`config.mk`:
```
export PLATFORM = sky130hd
export DESIGN_NAME = lc3b_control
export DESIGN_NICKNAME = d
export VERILOG_FILES = /design/src/rtl/lc3b_control.sv
export SDC_FILE = /design/constraint.sdc
export NUM_CORES = 1
export LEC_CHECK = 0
export CAP_MARGIN = 10
export CORE_AREA = 8 8 57 50
export CTS_CLUSTER_SIZE = 20
export DETAILED_ROUTE_END_ITERATION = 7
export DIE_AREA = 0 0 65 58
export GPL_ROUTABILITY_DRIVEN = 0
export PLACE_DENSITY = 0.73
export SETUP_SLACK_MARGIN = 0.02
export SLEW_MARGIN = 20
export SYNTH_ARGS = -nofsm -noshare
export SYNTH_HDL_FRONTEND = slang
export SYNTH_SLANG_ARGS = --single-unit
```
`constraint.sdc`:
```
create_clock -name clk -period 1.61 [get_ports clk]
set_input_delay 0.322 -clock clk [delete_from_list [all_inputs] [get_ports clk]]
set_output_delay 0.322 -clock clk [all_outputs]
set_load 0.01 [all_outputs]
```
`src/rtl/lc3b_control.sv`:
```
// Multi-cycle Moore control FSM for the LC-3b datapath: fetch/decode/execute sequencing.
// Optional MEM_TIMEOUT_EN adds a memory-wait watchdog that parks the FSM in HALT.
module lc3b_control #(
   parameter int TIMEOUT_CYCLES = 255
) (
   input  logic       clk,
   input  logic       reset,
   input  logic [3:0] opcode,
   input  logic       br_enable,
   input  logic       ir_imm,
   input  logic       mem_resp,
   output logic       load_pc,
   output logic       load_ir,
   output logic       load_regfile,
   output logic       load_mar,
   output logic       load_mdr,
   output logic       load_cc,
   output logic [1:0] pcmux_sel,
   output logic       storemux_sel,
   output logic [1:0] alumux_sel,
   output logic [1:0] regfilemux_sel,
   output logic       marmux_sel,
   output logic       mdrmux_sel,
   output logic [1:0] aluop,
   output logic       mem_read,
   output logic       mem_write,
   output logic [1:0] mem_byte_enable,
   output logic       mem_err
);

   localparam logic [3:0] OP_BR  = 4'b0000;
   localparam logic [3:0] OP_ADD = 4'b0001;
   localparam logic [3:0] OP_AND = 4'b0101;
   localparam logic [3:0] OP_LDR = 4'b0110;
   localparam logic [3:0] OP_STR = 4'b0111;
   localparam logic [3:0] OP_NOT = 4'b1001;
   localparam logic [3:0] OP_JMP = 4'b1100;
   localparam logic [3:0] OP_LEA = 4'b1110;

   localparam logic [1:0] ALU_ADD  = 2'd0;
   localparam logic [1:0] ALU_AND  = 2'd1;
   localparam logic [1:0] ALU_NOT  = 2'd2;
   localparam logic [1:0] ALU_PASS = 2'd3;

   typedef enum logic [4:0] {
      FETCH1, FETCH2, FETCH3, DECODE,
      S_ADD, S_AND, S_NOT, S_BR, BR_TAKEN, S_JMP, S_LEA,
      CALC_ADDR, LDR1, LDR2, STR1, STR2
`ifdef MEM_TIMEOUT_EN
      , HALT
`endif
   } state_t;

   state_t state, next;

   always_ff @(posedge clk or posedge reset) begin
      if (reset) state <= FETCH1;
      else       state <= next;
   end

`ifdef MEM_TIMEOUT_EN
   logic [7:0] wait_cnt;
   logic       err_q;
   logic       mem_wait;

   assign mem_wait = (state == FETCH2) || (state == LDR1) || (state == STR2);
   assign mem_err  = err_q;

   // Any state change clears the counter, so it reads 0 on the first cycle of each wait.
   always_ff @(posedge clk or posedge reset) begin
      if (reset) begin
         wait_cnt <= '0;
         err_q    <= 1'b0;
      end else begin
         if (next == HALT) err_q <= 1'b1;
         if (state != next)              wait_cnt <= '0;
         else if (mem_wait && !mem_resp) wait_cnt <= wait_cnt + 8'd1;
      end
   end
`else
   assign mem_err = 1'b0;
`endif

   always_comb begin
      next            = state;
      load_pc         = 1'b0;
      load_ir         = 1'b0;
      load_regfile    = 1'b0;
      load_mar        = 1'b0;
      load_mdr        = 1'b0;
      load_cc         = 1'b0;
      pcmux_sel       = 2'd0;
      storemux_sel    = 1'b0;
      alumux_sel      = 2'd0;
      regfilemux_sel  = 2'd0;
      marmux_sel      = 1'b0;
      mdrmux_sel      = 1'b0;
      aluop           = ALU_ADD;
      mem_read        = 1'b0;
      mem_write       = 1'b0;
      mem_byte_enable = 2'b11;

      unique case (state)
         FETCH1: begin
            marmux_sel = 1'b1;
            load_mar   = 1'b1;
            next       = FETCH2;
         end
         FETCH2: begin
            mem_read   = 1'b1;
            mdrmux_sel = 1'b1;
            load_mdr   = 1'b1;
            if (mem_resp) next = FETCH3;
         end
         FETCH3: begin
            load_ir = 1'b1;
            load_pc = 1'b1;
            next    = DECODE;
         end
         DECODE: begin
            case (opcode)
               OP_ADD:         next = S_ADD;
               OP_AND:         next = S_AND;
               OP_NOT:         next = S_NOT;
               OP_BR:          next = S_BR;
               OP_LDR, OP_STR: next = CALC_ADDR;
               OP_JMP:         next = S_JMP;
               OP_LEA:         next = S_LEA;
               default:        next = FETCH1;
            endcase
         end
         S_ADD, S_AND: begin
            aluop        = (state == S_AND) ? ALU_AND : ALU_ADD;
            alumux_sel   = ir_imm ? 2'd2 : 2'd0;
            load_regfile = 1'b1;
            load_cc      = 1'b1;
            next         = FETCH1;
         end
         S_NOT: begin
            aluop        = ALU_NOT;
            load_regfile = 1'b1;
            load_cc      = 1'b1;
            next         = FETCH1;
         end
         S_BR:     next = br_enable ? BR_TAKEN : FETCH1;
         BR_TAKEN: begin
            pcmux_sel = 2'd1;
            load_pc   = 1'b1;
            next      = FETCH1;
         end
         S_JMP: begin
            aluop     = ALU_PASS;
            pcmux_sel = 2'd2;
            load_pc   = 1'b1;
            next      = FETCH1;
         end
         S_LEA: begin
            regfilemux_sel = 2'd2;
            load_regfile   = 1'b1;
            load_cc        = 1'b1;
            next           = FETCH1;
         end
         CALC_ADDR: begin
            alumux_sel = 2'd1;
            load_mar   = 1'b1;
            next       = (opcode == OP_LDR) ? LDR1 : STR1;
         end
         LDR1: begin
            mem_read   = 1'b1;
            mdrmux_sel = 1'b1;
            load_mdr   = 1'b1;
            if (mem_resp) next = LDR2;
         end
         LDR2: begin
            regfilemux_sel = 2'd1;
            load_regfile   = 1'b1;
            load_cc        = 1'b1;
            next           = FETCH1;
         end
         STR1: begin
            storemux_sel = 1'b1;
            aluop        = ALU_PASS;
            load_mdr     = 1'b1;
            next         = STR2;
         end
         STR2: begin
            mem_write    = 1'b1;
            storemux_sel = 1'b1;
            if (mem_resp) next = FETCH1;
         end
`ifdef MEM_TIMEOUT_EN
         HALT: mem_byte_enable = 2'b00;
`endif
         default: next = FETCH1;
      endcase

`ifdef MEM_TIMEOUT_EN
      if (mem_wait && !mem_resp && wait_cnt == 8'(TIMEOUT_CYCLES - 1)) next = HALT;
`endif
   end

endmodule
```
==> flow_summary.ini <==
[run_status]
status = finished with violations
violations = setup timing

[placement]
port_buffers = 27
place_area_um2 = 1050
dp_hpwl_mm = 1.78
pre_cts_ws_ps = -333

[setup_path]
worstPathRequired_ps = 1290
path_max_fanout = 5
crit_arrival_ps = 1380
critPathLaunchType = register
worstPathCellList = buf_6, or2_4, o22ai_1, buf_2
cp_slowest_cell = dfrtp_2
crit_type = register to output pin
endpoint_kind = output pin
max_stage_delay_ps = 430

[synth]
ys_ff_latch = 4
synthCells = 98
synthDistinctLibCells = 38
netlist.top_cell.by_area = dfrtp_1
synth_top_area_frac = 0.156
yosys_warnings = 0
synth_seq_area_share = 0.156
synthTopCellsByArea = dfrtp_1, nand2_1, o21ai_0
syn_avg_cell_area_um2 = 6.56
netlist_area_um2 = 643

[grt]
grt_overflow_total = 0
top_usage_layer = met2
grt_use_met2 = 0.225
use_met3 = 0.0269
grtUsageTotal = 0.131
gr-usage-met1 = 0.152
grt_pass1_vias = 858
grt_pass1_wl_mm = 3.97
antenna_found_initial = 0
grt_max_degree = 11

[sta]
hold_viol_final = 0
report.final.slew_viol_count = 0
rsz0062_at_grt = yes
worst_slack_ps = -90.0
period_share = 1.06
max_freq_ghz = 0.588
setup_viol = 13
skew_ps = 2.35
hold_slack_ps = 284
fin_crit_ps = 1700

[floorplanning]
start_util = 0.326
dieArea_um2 = 3770
pin_count = 31
dieHeight_um = 58
row_count = 15
die_w_um = 65
core_area_um2 = 1970

[clock_tree]
cts_sinks = 4
htree_levels = 1
clock_latency_ps = 230
clkTransAtPathRegs_ps = 40
postCtsHoldBufs = 0
cts_buffer_depth = 2
cts_inserted_buffers = 3
cts_root_buf = clkbuf_4
cts_tree = built

[drt]
vias = 967
viasPerCell = 5.20
drc = 0
drt-initial-drc-count = 34
dr.pass1.iters = 4
wl_per_cell_um = 16.1
detail-route-antenna-nets = 0
routed_wl_mm = 3.00

[pwr]
p_comb_frac = 0.834
p_leak_nw = 0.639
p_seq_frac = 0.106
finalPower_mw = 2.09
p_int_mw = 1.17
max-vdd-ir-drop_mv = 1.18
switching_power_mw = 0.922
powerDensity_nw_per_um2 = 1590
clock_power_share = 0.060
netSwitchingFraction = 0.441

[flow_run]
maxCapViolCount = 0

[worst_hold_path]
hp-class = primary input to async pin

[cells_and_area]
diodes = 0
area_delta_synth_final_pct = 105
reg_top3 = state: 4 flops
post-route-util = 0.668
largest_register_ffs = 4
design_area_um2 = 1320
drive_gt1_frac = 0.578
top_register = state
nets = 172
[repair_timing]
action / in CTS / in global routing
endpoints found under the setup margin: 20 / 18
endpoints found under the hold margin: 0 / 0
pin swaps: 9 / 11
resized for setup: 103 / 27
buffers inserted: 9 / 13
[through the flow]
step	std cells	TNS, ps
3_3_place_gp	161	-4180
3_5_place_dp	161	-4990
2_1_floorplan	99	0
5_1_grt	186	-1400
6_report	186	-591
4_1_cts	173	-473
[worst max-delay path: cells and delay by family, from the launching register on]
family,cells,cell delay [ps]
compound gates,1,160
buf+inv,2,300
flops,1,430
simple gates,1,260
[power by group through the flow]
stage / sequential [mW] / combinational, mW / clock [mW]
global placement: 0.215 / 1.20 / 0
global route: 0.225 / 1.85 / 0.141
CTS: 0.221 / 1.33 / 0.132
floorplan: 0.170 / 0.660 / 0
detailed placement: 0.222 / 1.21 / 0
finish: 0.222 / 1.74 / 0.126
[final cells by class]
type / count / area [um^2]
tap: 25 / 31.3
inverter: 2 / 7.51
sequential: 4 / 105
multi-input combinational: 81 / 588
fill: 164 / 654
timing repair buffer: 71 / 562
clock buffer: 3 / 22.5
[layer usage]
metal | up-vias | routed length [um]
li1 | 467 | -
met1 | 465 | 1270
met2 | 30 | 1550
met3 | 5 | 141
met4 | 0 | 45
met5 | - | 0
[final timing paths]
check	start	end	slack, ps	cells past startpoint
max	state[2]	aluop[1]	-90	4
min	reset	state[1]	280	2
max reg2reg	state[2]	state[2]	-70	5
min reg2reg	state[2]	state[3]	760	3
max in group asynchronous	reset	state[0]	1160	2
min in group clk	state[2]	state[3]	760	3
[kinds of logic after synthesis]
kind of cell,count (synthesis),synth area share
buf+inv,14,0.119
flops,4,0.156
simple gates,49,0.420
mux,1,0.0156
xor+xnor,2,0.0272
other cells,2,0.0117
compound gates,26,0.251
[cell usage in the layout, fill, tap and decap left out, types with 4 or more instances in the layout]
master / instances
buf_4: 29
buf_2: 19
buf_6: 15
nand2_1: 10
clkdlybuf4s50_1: 8
nor2_1: 6
a21oi_1: 4
o21ai_0: 4
dfrtp_2: 4
[Yosys cell counts]
cell / n
nor3_1: 4
a21o_1: 1
xnor2_1: 1
nor4bb_1: 1
nor2b_1: 4
nand3b_1: 1
and4b_1: 1
conb_1: 2
buf_4: 5
o21a_1: 2
inv_1: 2
and3_1: 1
nand3_1: 2
a211oi_1: 1
o22ai_1: 1
a22oi_1: 1
or4b_1: 2
and2_1: 1
buf_2: 4
xor2_1: 1
nand2b_1: 2
or3_1: 3
dfrtp_1: 4
nor4_1: 1
or2_2: 1
o21ai_0: 8
nand2_1: 12
and3b_1: 1
o2111ai_1: 1
o221ai_1: 1
nor2_1: 9
nand2b_2: 1
nor3b_1: 2
mux2i_1: 1
o31ai_1: 3
clkbuf_1: 3
a21oi_1: 6
a21boi_0: 1
(Power assumes the default switching activity.)
